### src/rtl/cipher_framer_pkg.sv
// Shared types and constants for the cipher framer: FSM state encoding,
// default start-of-frame marker and checksum seed.
package cipher_framer_pkg;

  typedef enum logic [2:0] {
    IDLE,
    HDR,
    LEN,
    PAY,
    CSUM
  } state_e;

  localparam logic [7:0] SOF_BYTE_DEFAULT = 8'hA5;
  localparam logic [7:0] CSUM_SEED        = 8'h00;

endpackage

### src/rtl/byte_fifo.sv
// Single-clock byte FIFO; a push while full is accepted only when a pop
// frees the slot in the same cycle.
module byte_fifo #(
  parameter int unsigned DEPTH = 16
) (
  input  logic                     clk,
  input  logic                     rst,
  input  logic                     push,
  input  logic [7:0]               din,
  input  logic                     pop,
  output logic [7:0]               head,
  output logic [$clog2(DEPTH):0]   level,
  output logic                     full,
  output logic                     empty
);

  localparam int unsigned AW = $clog2(DEPTH);

  logic [AW-1:0] wr_ptr_q, wr_ptr_d;
  logic [AW-1:0] rd_ptr_q, rd_ptr_d;
  logic [AW:0]   level_q, level_d;
  logic [7:0]    mem_q [DEPTH];
  logic          do_push, do_pop;

  assign full    = (level_q == (AW+1)'(DEPTH));
  assign empty   = (level_q == '0);
  assign level   = level_q;
  assign head    = mem_q[rd_ptr_q];
  assign do_pop  = pop && !empty;
  assign do_push = push && (!full || do_pop);

  always_comb begin
    wr_ptr_d = wr_ptr_q;
    rd_ptr_d = rd_ptr_q;
    level_d  = level_q;
    if (do_push) wr_ptr_d = wr_ptr_q + AW'(1);
    if (do_pop)  rd_ptr_d = rd_ptr_q + AW'(1);
    unique case ({do_push, do_pop})
      2'b10:   level_d = level_q + (AW+1)'(1);
      2'b01:   level_d = level_q - (AW+1)'(1);
      default: level_d = level_q;
    endcase
  end

  always_ff @(posedge clk or negedge rst) begin
    if (!rst) begin
      wr_ptr_q <= '0;
      rd_ptr_q <= '0;
      level_q  <= '0;
    end else begin
      wr_ptr_q <= wr_ptr_d;
      rd_ptr_q <= rd_ptr_d;
      level_q  <= level_d;
    end
  end

  // Storage needs no reset: level gates every read of it.
  always_ff @(posedge clk) begin
    if (do_push) mem_q[wr_ptr_q] <= din;
  end

endmodule

### src/rtl/cipher_framer.sv
// Buffers encrypted bytes and emits SOF / length / payload / XOR-checksum
// frames on a valid/ready byte link; flags dropped bytes with a sticky bit.
module cipher_framer
  import cipher_framer_pkg::*;
#(
  parameter int unsigned DEPTH     = 16,
  parameter int unsigned FRAME_LEN = 8,
  parameter logic [7:0]  SOF_BYTE  = SOF_BYTE_DEFAULT
) (
  input  logic                   clk,
  input  logic                   rst,
  input  logic [7:0]             din,
  input  logic                   din_v,
  output logic [7:0]             tx_data,
  output logic                   tx_valid,
  input  logic                   tx_ready,
  output logic                   tx_sof,
  output logic                   tx_eof,
  output logic                   overflow,
  output logic [$clog2(DEPTH):0] fifo_level
);

  localparam int unsigned LW       = $clog2(DEPTH) + 1;
  localparam logic [7:0]  LEN_BYTE = 8'(FRAME_LEN);
  localparam logic [7:0]  LAST_IDX = 8'(FRAME_LEN - 1);

  state_e      state_q, state_d;
  logic [7:0]  cnt_q, cnt_d;
  logic [7:0]  csum_q, csum_d;
  logic        ovf_q, ovf_d;
  logic [7:0]  fifo_head;
  logic [LW-1:0] level_w;
  logic        fifo_full, fifo_empty;
  logic        pop;

  assign pop        = (state_q == PAY) && tx_ready && !fifo_empty;
  assign overflow   = ovf_q;
  assign fifo_level = level_w;

  byte_fifo #(
    .DEPTH(DEPTH)
  ) u_fifo (
    .clk  (clk),
    .rst  (rst),
    .push (din_v),
    .din  (din),
    .pop  (pop),
    .head (fifo_head),
    .level(level_w),
    .full (fifo_full),
    .empty(fifo_empty)
  );

  always_ff @(posedge clk or negedge rst) begin
    if (!rst) begin
      state_q <= IDLE;
      cnt_q   <= '0;
      csum_q  <= CSUM_SEED;
      ovf_q   <= 1'b0;
    end else begin
      state_q <= state_d;
      cnt_q   <= cnt_d;
      csum_q  <= csum_d;
      ovf_q   <= ovf_d;
    end
  end

  always_comb begin
    state_d = state_q;
    cnt_d   = cnt_q;
    csum_d  = csum_q;
    ovf_d   = ovf_q | (din_v && fifo_full && !pop);
    unique case (state_q)
      IDLE: begin
        cnt_d  = '0;
        csum_d = CSUM_SEED;
        if (level_w >= LW'(FRAME_LEN)) state_d = HDR;
      end
      HDR:  if (tx_ready) state_d = LEN;
      LEN:  if (tx_ready) state_d = PAY;
      PAY: begin
        if (tx_ready) begin
          csum_d = csum_q ^ fifo_head;
          cnt_d  = cnt_q + 8'd1;
          if (cnt_q == LAST_IDX) state_d = CSUM;
        end
      end
      CSUM: if (tx_ready) state_d = IDLE;
      default: state_d = IDLE;
    endcase
  end

  // Head stays stable in PAY: only this state pops, and the FIFO is never
  // empty here, so concurrent pushes cannot alter the read slot.
  always_comb begin
    tx_data  = '0;
    tx_valid = 1'b0;
    tx_sof   = 1'b0;
    tx_eof   = 1'b0;
    unique case (state_q)
      IDLE: ;
      HDR: begin
        tx_data  = SOF_BYTE;
        tx_valid = 1'b1;
        tx_sof   = 1'b1;
      end
      LEN: begin
        tx_data  = LEN_BYTE;
        tx_valid = 1'b1;
      end
      PAY: begin
        tx_data  = fifo_head;
        tx_valid = 1'b1;
      end
      CSUM: begin
        tx_data  = csum_q;
        tx_valid = 1'b1;
        tx_eof   = 1'b1;
      end
      default: ;
    endcase
  end

endmodule

### config.mk
export PLATFORM = sky130hd
export DESIGN_NAME = cipher_framer
export DESIGN_NICKNAME = d
export VERILOG_FILES = /design/src/rtl/cipher_framer_pkg.sv /design/src/rtl/byte_fifo.sv /design/src/rtl/cipher_framer.sv
export SDC_FILE = /design/constraint.sdc
export NUM_CORES = 1
export LEC_CHECK = 0
export CORE_ASPECT_RATIO = 1.2
export CORE_MARGIN = 1.5
export CORE_UTILIZATION = 40
export DETAILED_ROUTE_END_ITERATION = 16
export DONT_BUFFER_PORTS = 1
export MAX_ROUTING_LAYER = met4
export SETUP_SLACK_MARGIN = 0.5
export SYNTH_ARGS = -nofsm -noshare
export SYNTH_HDL_FRONTEND = slang
export SYNTH_SLANG_ARGS = --single-unit
export TNS_END_PERCENT = 100
### constraint.sdc
create_clock -name clk -period 3.4 [get_ports clk]
set_input_delay 1.02 -clock clk [delete_from_list [all_inputs] [get_ports clk]]
set_output_delay 1.02 -clock clk [all_outputs]
set_load 0.02 [all_outputs]
==> results of run 1 <==
-- cell usage in the layout, fill, tap and decap left out, types with 2 or more instances in the layout --
master     instances
inv_8              2
dfrtp_1           30
nor3_1             9
o21ai_0            8
buf_4             27
a21oi_1            9
and3_1             2
nor2_1            36
a22o_1             2
nand4_1            5
buf_16             2
a32o_2             3
clkbuf_16         18
o22ai_1            8
nand2b_1           3
o21ai_1            2
mux4_2            32
mux2i_4            7
dfrtp_2            3
o211ai_1           2
mux2i_2            4
mux2i_1            9
xnor2_1           19
ha_1               9
xor2_1             7
inv_2              2
buf_6              4
bufinv_16          4
buf_12             4
nand2_1           29
edfxtp_1         128
o21ai_4            2
inv_6              4
inv_1              7
-- stage by stage --
stage / total power [mW] / utilization [%] / cells / area (sq um)
CTS: 7.77 / 48.3 / 682 / 8140
global route: 8.24 / 48.8 / 684 / 8220
finish: 7.86 / 48.8 / 684 / 8220
floorplan: 4.68 / - / 419 / 6870
detailed placement: 5.34 / 43.2 / 644 / 7280
global placement: 5.26 / 43.2 / 644 / 7280
-- repair_timing --
item                       CTS  global route
resized for setup           32             9
setup endpoints to repair    8             9
cloned                       1             1
pin swaps                    1             6
setup buffers                6             1
-- registers in the layout, indices dropped and copies added (netlist names) --
| signal | cells |
|---|---|
| u_fifo.mem_q | 128 |
| state_q | 3 |
| u_fifo.rd_ptr_q | 4 |
| u_fifo.level | 5 |
| cnt_q | 8 |
| csum_q | 8 |
| overflow | 1 |
| u_fifo.wr_ptr_q | 4 |
-- worst max-delay path, stage by stage, from the launching register on --
cell     delay [ns]
dfrtp_2        0.37
buf_12         0.15
buf_4          0.15
mux4_2         0.54
mux2i_4        0.22
nand2_1        0.10
a41o_4         0.31
-- power groups by stage --
stage                     clock network [mW]  registers, mW  logic (mW)
after floorplan                            0           2.69        1.99
after global placement                     0           2.82        2.44
after detailed placement                   0           2.84        2.50
after CTS                               2.07           2.80        2.90
after global routing                    2.15           2.85        3.24
final                                   2.03           2.81        3.01
-- cell usage after synthesis, types with 7 or more instances --
library cell	instances	share of area, %
inv_1	8	0.44
xnor2_1	19	2.4
buf_2	8	0.58
o21ai_0	8	0.58
nor2_1	36	2.0
o22ai_1	8	0.73
mux4_2	32	11
clkbuf_1	8	0.44
xor2_1	7	0.89
edfxtp_1	128	56
nor3_1	9	0.66
dfrtp_1	33	12
mux2i_1	20	2.9
a21oi_1	9	0.66
ha_1	10	1.8
nand2_1	29	1.6
-- cell type report --
| cell class | count | area share [%] |
|---|---|---|
| clock buffer | 17 | 5.18 |
| clock inverter | 14 | 2.47 |
| inverter | 9 | 0.411 |
| multi-input combinational | 228 | 26.7 |
| sequential | 161 | 56.9 |
| tap | 216 | 3.29 |
| timing repair buffer | 39 | 5.15 |
-- logic make-up (layout without fill, tap and decap cells) --
| group | Yosys count | count (layout) |
|---|---|---|
| mux | 54 | 54 |
| fa+ha+maj | 10 | 10 |
| compound gates | 47 | 47 |
| xor+xnor | 26 | 26 |
| flops | 161 | 161 |
| simple gates | 91 | 91 |
| buf+inv | 30 | 79 |
-- worst max-delay path by stage --
stage	from	endpoint	slack, ns	cells past startpoint
global route	u_fifo.rd_ptr_q[2]$_DFFE_PN0P_	tx_data[4]	0.06	6
detailed placement	u_fifo.rd_ptr_q[2]$_DFFE_PN0P_	tx_data[6]	0.29	5
finish	u_fifo.rd_ptr_q[2]$_DFFE_PN0P_	tx_data[3]	0.12	6
CTS	u_fifo.rd_ptr_q[2]$_DFFE_PN0P_	tx_data[6]	0.10	6
floorplan	tx_ready	u_fifo.level[4]$_DFFE_PN0P_	0.52	12
global placement	u_fifo.rd_ptr_q[2]$_DFFE_PN0P_	tx_data[6]	0.33	5
-- routing by layer --
metal  vias to the layer above  routed length [um]
met4                         0                 308
li1                       1687                   -
met1                      1999                6230
met3                        22                 784
met5                         -                   0
met2                       101                7680
==> reports/metrics.cfg, run 1 <==
[drt]
vias=3809
antenna_left=0
drtIter0Drc=242
drc=0
wl_per_cell_um=21.9
dr.pass1.iters=6
routed_via_density=5.57
wl_um=15000

[die]
fp-row-count=52
initial_utilization_pct=40.7
die_x_um=123
coreArea_sq_um=16900
die_h_um=146
dieArea_sq_um=17900
ios=29

[clocking]
hold_buffers=0
cts_sinks=161
clock_latency_ns=0.42
cts_inserted_buffers=17
cts_buffer_depth=2
h-tree-depth=4
path_clk_slew_ns=0.07
cts_root_buf=clkbuf_16
cts_tree=yes

[power]
vdd_ir_drop_max_mv=0.422
combPwrFrac_pct=38.3
internal_power_mw=5.16
power_frac_seq_pct=35.8
p_switching_mw=2.70
p_per_area_nw_per_um2=957
power.leakage_nw=2.89
switching_share_pct=34.4
pwr-share-clk_pct=25.9

[global_route]
grt_pass1_vias=3935
overflow=0
grt_pass1_wl_um=23000
grt_antenna_before_repair=0
grtUsageTotal_pct=18.4
use_met1_pct=22.4
grt_util_met2_pct=29.9
grt_max_degree=34
top_usage_layer=met2
grt_util_met3_pct=3.87

[yosys]
syn_nets=441
postSynth.asyncResetShare_pct=20.5
ys_ff_latch=161
synthXorXnorAreaFrac_pct=3.32
synth-compound-area-share_pct=4.78
synth_top_family_by_area=multiplexers
ys_seq_area_share_pct=68.1
synthCells=419
synth_edf_count=128
syn_area_sq_um=6860
ys_types=43
synth.avg_cell_area_sq_um=16.4
synth-simple-area-share_pct=5.84
yosys_warnings=0
synth_flop_cell=edfxtp_1
synthMuxAreaShare_pct=13.8
yosys.area_share.adder_pct=1.83

[cells_and_area]
area_growth_syn_to_layout_pct=19.9
nets=478
seqCellArea_sq_um=4670
multi_input_area_sq_um=2190
n_antenna_cell=0
drive_gt1_share_pct=28.2
fillers=1370

[worst_setup_path]
regToRegStartpoint=u_fifo.level[3]$_DFFE_PN0P_
rr_endpoint=u_fifo.level[4]$_DFFE_PN0P_
rrSetupSlack_ns=0.71
crit_type=register to primary output
critPathMaxFanout=7
cp.required_ns=2.38
worstSetupEndpointType=primary output
cp_data_arrival_time_ns=2.26
start_kind=register
reg2reg_depth=11

[sta]
tns_ns=0
setup_viol=0
hold_viol=0
finalWorstSetupSlack_ns=0.123
relSlewSlack_pct=44.2
fin_crit_ns=3.28
timing.fmax_ghz=0.305
whs_ns=0.285
rsz0062_at_grt=true
finalClockSkew_ns=0.00814
tightest_slew_ns=0.834
drv_slew=0
fin_crit_sh_pct=96.4

[flow_run]
drv_cap=0

[placement]
place.gp.congestion=0.767
port_buffers=0
place_hpwl_um=9470
place_ws_ns=0.286

[outcome]
outcome=finished, final reports clean

[hold_path]
min_path_type=primary input to async pin

No activity file was read; power rests on OpenSTA's default activity.
==> run 2: changes to the inputs <==
CORE_UTILIZATION = 35   (was 40)
==> run 2 against run 1 <==
Worst hold slack better by 0.0053 ns. First-iteration DRC count is 1.2% lower. Combinational power is 3% lower. Sequential share of layout area is 0.53 points higher. Global-route usage is 3.3 points lower. Via count is 4.0% lower. Die area is 14% higher. Sequential power is 2% lower. Power is 5.2% lower. Non-clock buffer count is 3 lower. Final area is 0.94% lower. Register-to-register slack better by 0.08 ns. Largest power group unchanged.
==> reports/metrics.cfg, run 2 (synthesis gave the netlist of run 1 again) <==
[worst_setup_path]
start_kind=register
critPathMaxFanout=17
worstSetupEndpointType=primary output
cp_data_arrival_time_ns=2.25
slowest_stage=mux4_2
regToRegStartpoint=u_fifo.level[3]$_DFFE_PN0P_
path_cells=buf_12 > mux4_2 > mux2i_2 > nand2_1 > a32o_1
critPathMaxStageDelay_ns=0.52
rr_endpoint=u_fifo.level[4]$_DFFE_PN0P_
crit_type=register to primary output
cp.required_ns=2.38
reg2reg_depth=11
rrSetupSlack_ns=0.79
path_buf_inv=1
path_delay_family=multiplexers

[die]
die_h_um=156
dieArea_sq_um=20400
ios=29
fp-row-count=55
die_x_um=131
coreArea_sq_um=19100
initial_utilization_pct=36.0

[drt]
antenna_left=0
wl_um=13800
wl_per_cell_um=19.1
routed_via_density=5.07
vias=3657
drc=0
drtIter0Drc=239
dr.pass1.iters=5

[cells_and_area]
mostFrequentLayoutCells=edfxtp_1, nor2_1, mux4_2, dfrtp_1, buf_4
finish.instance_area_sq_um=8140
fillers=1684
area_growth_syn_to_layout_pct=18.8
largest_reg_flops=128
drive_gt1_share_pct=28.5
n_antenna_cell=0
layout_commonest_cell=edfxtp_1
multi_input_area_sq_um=2210
regMostFlops=u_fifo.mem_q
seqCellArea_sq_um=4670
reg.largest.list=u_fifo.mem_q (128), cnt_q (8), csum_q (8)
nets=475

[clocking]
clock_latency_ns=0.42
cts_root_buf=clkbuf_16
cts_inserted_buffers=17
cts_tree=yes
h-tree-depth=4
cts_buffer_depth=2
cts_sinks=161
path_clk_slew_ns=0.07
hold_buffers=0

[placement]
port_buffers=0
place.gp.congestion=0.773
place_area_sq_um=7300
place_hpwl_um=8860

[power]
p_per_area_nw_per_um2=916
power.leakage_nw=2.81
vdd_ir_drop_max_mv=0.317

[sta]
fin_crit_ns=3.27
timing.fmax_ghz=0.306
tightest_slew_ns=0.768
fin_crit_sh_pct=96.1
tns_ns=0
finalClockSkew_ns=0.0118
setup_viol=0
hold_viol=0
rsz0062_at_grt=true
drv_slew=0
relSlewSlack_pct=48.6

[flow_run]
drv_cap=0

[global_route]
grt_pass1_vias=3822
grtUsageTotal_pct=15.1
overflow=0
grt_pass1_wl_um=21700
grt_max_degree=34
grt_antenna_before_repair=0

[hold_path]
min_path_type=primary input to async pin

[outcome]
outcome=finished, final reports clean

run 2: changes by cell type in the layout (fill, tap and decap cells not counted), sizes merged:
cell and delta:
buf -2, bufinv -4, clkinv +1, inv +3
run 2: cell type report:
cell class	instances	share of cell area [%]
clock inverter	14	1.48
multi-input combinational	228	27.1
tap	256	3.93
sequential	161	57.4
timing repair buffer	36	4.43
clock buffer	18	5.27
inverter	9	0.415
run 2: report_power, final:
part	leakage, nW	switching [mW]	internal (mW)
logic	0.989	1.53	1.40
registers	1.55	0.290	2.47
clock network	0.270	0.806	0.961
run 2: repair_timing:
item | CTS | global route
setup endpoints to repair | 8 | 11
buffers inserted | 4 | 4
gates resized for setup | 21 | 15
hold endpoints to repair | 0 | 0
pin swaps | 1 | 1
gates cloned | 2 | 0
run 2: worst max-delay path by stage:
stage                                         from                           to  slack (ns)  cells after the start
floorplan                                 tx_ready  u_fifo.level[4]$_DFFE_PN0P_        0.52                     12
global placement    u_fifo.rd_ptr_q[2]$_DFFE_PN0P_                   tx_data[1]        0.38                      5
detailed placement  u_fifo.rd_ptr_q[2]$_DFFE_PN0P_                   tx_data[1]        0.36                      5
CTS                 u_fifo.rd_ptr_q[2]$_DFFE_PN0P_                   tx_data[6]        0.11                      5
global route        u_fifo.rd_ptr_q[2]$_DFFE_PN0P_                   tx_data[6]        0.02                      5
finish              u_fifo.rd_ptr_q[2]$_DFFE_PN0P_                   tx_data[6]        0.13                      5
run 2: worst register-to-register path, delay by kind of cell (launching register included):
kind                       cells  cell delay, ns
and+or+nand+nor                1            0.47
adders and majority gates      2            0.45
AOI/OAI and AO/OA              4            0.71
xor gates and xnor gates       2            0.24
DFF                            1            0.52
buffers and inverters          2            0.14
run 2: routing by layer:
layer | global-route usage (%) | routed length (um) | up-vias
met5 | - | 0 | -
met4 | 5.81 | 155 | 0
met3 | 3.11 | 491 | 9
met2 | 26.0 | 7340 | 71
met1 | 17.3 | 5830 | 1896
li1 | - | - | 1681
run 2: per-stage QoR:
stage | std cells | worst slack [ns] | hold WS [ns] | util [%] | power (mW)
detailed placement | 680 | 0.360 | 0.526 | 38.3 | 5.25
finish | 722 | 0.131 | 0.290 | 42.7 | 7.46
floorplan | 419 | 0.518 | 0.487 | - | 4.68
global route | 722 | 0.0171 | 0.260 | 42.7 | 7.88
global placement | 680 | 0.376 | 0.511 | 38.3 | 5.19
CTS | 718 | 0.107 | 0.272 | 42.1 | 7.35
==> run 3: changes to the inputs <==
HOLD_SLACK_MARGIN = 0.02   (was unset)
==> results of run 3 <==
The final DEF is identical to that of run 2; final timing and power are the same.
==> edit 1 (config.mk and constraints of run 3) <==
`DEPTH` is set to 16 in 2 places; all go to 32.
--- a/src/rtl/byte_fifo.sv
+++ b/src/rtl/byte_fifo.sv
@@ -3,3 +3,3 @@
 module byte_fifo #(
-  parameter int unsigned DEPTH = 16
+  parameter int unsigned DEPTH = 32
 ) (
--- a/src/rtl/cipher_framer.sv
+++ b/src/rtl/cipher_framer.sv
@@ -5,3 +5,3 @@
 #(
-  parameter int unsigned DEPTH     = 16,
+  parameter int unsigned DEPTH     = 32,
   parameter int unsigned FRAME_LEN = 8,
Ports: changed (resized fifo_level); port bits go from 29 to 30. The function was not compared with the original's and may differ.
==> edit 1 against run 3 <==
Global-route usage grew 1.1 points. Sequential cell count grew 131. The flow now finishes with violations (negative setup slack). Setup slack got worse by 0.50 ns. Sequential share of layout area rose by 2.4 points. Cell area grew 77%. Area after synthesis grew 78%. Wire length increased by 110%. Power grew 64%.
==> edit 1: results (changes against run 3) <==
Run status
  – Outcome: finished with violations (was finished clean)
  – Violated checks: negative setup slack

Detailed routing
  – Final WL: 28,400 µm (was 13,800 µm)
  – Initial DRC Count: 485 (was 239)

STA
  – Total negative slack: -2.58 ns (was 0 ns)
  – Fin worst setup slack: -0.365 ns (was 0.131 ns)
  – Worst hold slack: 0.168 ns (was 0.290 ns)
  – Finish-stage setup viols: 8 (was 0)
  – Worst Clk Skew: 0.0104 ns (was 0.0118 ns)
  – Worst slew pin tran: 0.691 ns (was 0.768 ns)

Layout
  – Layout clock area frac: 6.19% (was 6.75%)
  – CLK BUF: 36 (was 18)
  – Final net count: 802 (was 475)
  – Storage cell area: 0.00860 mm² (was 0.00467 mm²)
  – # fillers: 2,993 (was 1,684)
  – Layout Cells excl Fill: 1,259 (was 722)
  – Share of layout cells above drive strength 1: 27.9% (was 28.5%)

Logic synthesis
  – EDFF count, synth: 256 (was 128)
  – Synth top cells by count: 256 x edfxtp_1, 51 x mux2i_1, 51 x nor2_1 (was 128 x edfxtp_1, 36 x nor2_1, 33 x dfrtp_1)
  – Adder-Cell Fraction of Synth Area: 0.925% (was 1.83%)
  – Sequential fraction of the synthesis area: 70.6% (was 68.1%)
  – Number of distinct library cells after synthesis: 63 (was 43)
  – Mux cell area share after synthesis: 12.3% (was 13.8%)
  – Avg Inst Size Synth: 17.4 µm² (was 16.4 µm²)

Placed design
  – Placed Area: 0.0131 mm² (was 0.00730 mm²)
  – DP HPWL: 18,100 µm (was 8860 µm)

Worst setup path
  – Flop2flop setup slack: 0.77 ns (was 0.79 ns)

Clock network
  – H-tree levels: 1 (was 4)
  – Worst skew pair latency: 0.55 ns (was 0.42 ns)
  – Number of post-CTS setup repair buffers: 14 (was 4)

Power and ir drop
  – Power per Cell Area: 852 mW/mm² (was 916 mW/mm²)

Global routing
  – Overall routing resource usage: 16.3% (was 15.1%)
  – Largest net degree at the start of global routing: 38 (was 34)
edit 1: changes by cell type in the layout (fill, tap and decap cells not counted), sizes merged, moves of 10 or more:
cell    change
edfxtp    +128
buf        +54
mux2i      +31
a22o       +20
clkbuf     +20
nor2       +15
clkinv     +12
nor4       +10
edit 1: layer usage:
metal	global-route usage, %	wire (µm)	up-vias	share of wire [%]
met5	-	0	-	0
met4	6.00	901	0	3.2
li1	-	-	2952	-
met2	27.4	14400	197	51
met3	3.08	1770	53	6.2
met1	19.5	11300	3427	40
edit 1: critical path: stages (launching register included):
cell and delay [ns]:
dfrtp_4 0.51, buf_12 0.16, buf_6 0.11, mux4_2 0.42
a22o_1 0.28, a211oi_2 0.32, o21ai_1 0.10, a22o_2 0.29
==> edit 2 (flow settings as in run 3) <==
Made on the original files. Reset style: synchronous (`rst`), changed in 2 clocked blocks.
--- a/src/rtl/byte_fifo.sv
+++ b/src/rtl/byte_fifo.sv
@@ -44,3 +44,3 @@
 
-  always_ff @(posedge clk or negedge rst) begin
+  always_ff @(posedge clk) begin
     if (!rst) begin
--- a/src/rtl/cipher_framer.sv
+++ b/src/rtl/cipher_framer.sv
@@ -53,3 +53,3 @@
 
-  always_ff @(posedge clk or negedge rst) begin
+  always_ff @(posedge clk) begin
     if (!rst) begin
Function: differs if rst is asserted again (counterexample within 4 cycles, from zero or initial values and one cycle with rst low); with rst held inactive, the same outputs for 10 cycles.
==> edit 2 against run 3 <==
Area after synthesis increased by 3.9%. Worst hold slack improved by 0.18 ns. Clock skew decreased by 0.0052 ns. Sequential cell count increased by 4. Critical path type unchanged. First-iteration DRC count increased by 27%. Setup slack got worse by 0.0087 ns. Cell area increased by 7.9%. Critical endpoint is now tx_data[2]. Wire length increased by 17%.
Power is not compared: it rests on default switching activity, and its combinational part moved more than twofold at a synthesized area within 25%.
==> edit 2: results (changes against run 3) <==
Detailed routing
  – DRT Pass-1 Iters: 4 (was 5)
  – Via count: 4,156 (was 3,657)
  – Initial DRC Count: 304 (was 239)

Run status
  – Outcome: finished clean (unchanged)

Worst setup path
  – Flop2flop setup slack: 0.64 ns (was 0.79 ns)
  – Crit path to: tx_data[2] (was tx_data[6])
  – Crit-path max FO: 6 (was 17)

Logic synthesis
  – Synth top area cells: edfxtp_1 54%, dfxtp_1 10%, mux4_2 10%, mux2i_1 4.2%, nor2_1 1.8% (was edfxtp_1 56%, dfrtp_1 12%, mux4_2 11%, mux2i_1 2.9%, xnor2_1 2.4%)
  – Mux cell area share after synthesis: 15.3% (was 13.8%)
  – Adder-Cell Fraction of Synth Area: 1.76% (was 1.83%)
  – Number of distinct library cells after synthesis: 59 (was 43)
  – Sequential fraction of the synthesis area: 64.3% (was 68.1%)
  – Synth Area in Compound Gates: 6.76% (was 4.78%)
  – Fraction of registers with async set or reset after synthesis: 0% (was 20.5%)
  – Synth Area in XOR/XNOR: 1.97% (was 3.32%)

STA
  – FMAX: 305 MHz (was 306 MHz)
  – Slew Limit Headroom: 22.4% (was 48.6%)
  – Worst hold slack: 0.475 ns (was 0.290 ns)

Hold path
  – Hold crit path type: reg2reg (was in2async)

Layout
  – Share of layout cells above drive strength 1: 33.1% (was 28.5%)
  – Layout Cells excl Fill: 796 (was 722)

Placed design
  – RePlAce Congestion: 0.822 (was 0.773)
  – Inst Count DP: 731 (was 680)
  – Dpl ws: 0.329 ns (was 0.360 ns)
  – DP HPWL: 10,200 µm (was 8860 µm)

Global routing
  – Vias in the first global route: 4,334 (was 3,822)
  – First-pass GRT wire length: 25,000 µm (was 21,700 µm)

Clock network
  – Number of post-CTS setup repair buffers: 27 (was 4)
-- edit 2: cell count changes after synthesis, sizes merged, moves of 6 or more --
cell,run 3,this run
dfrtp,33,0
mux2i,20,30
buf,13,19
dfxtp,0,37
nand2b,3,12
nand3,2,10
xnor2,19,8
nand2,29,19
o21ai,13,7
-- edit 2: per-layer routing --
layer  share of wire [%]  wire length [µm]  track usage [%]
met3                 4.8               774             3.57
met2                  55              8920             28.7
met5                   0                 0                -
met1                  38              6200             17.8
met4                 2.1               342             6.92
-- edit 2: cell type report --
class	count	area, µm²
fill	1779	11300
sequential	165	4590
multi-input combinational	258	2540
timing repair buffer	67	648
clock buffer	17	425
tap	265	332
clock inverter	15	214
inverter	9	33.8
-- edit 2: worst min-delay path by stage --
stage                           end       from
final                     csum_q[7]  csum_q[7]
after global routing      csum_q[7]  csum_q[7]
after CTS                 csum_q[2]  csum_q[2]
after detailed placement  csum_q[0]  csum_q[0]
after global placement    csum_q[0]  csum_q[0]
after floorplan           csum_q[3]  csum_q[3]
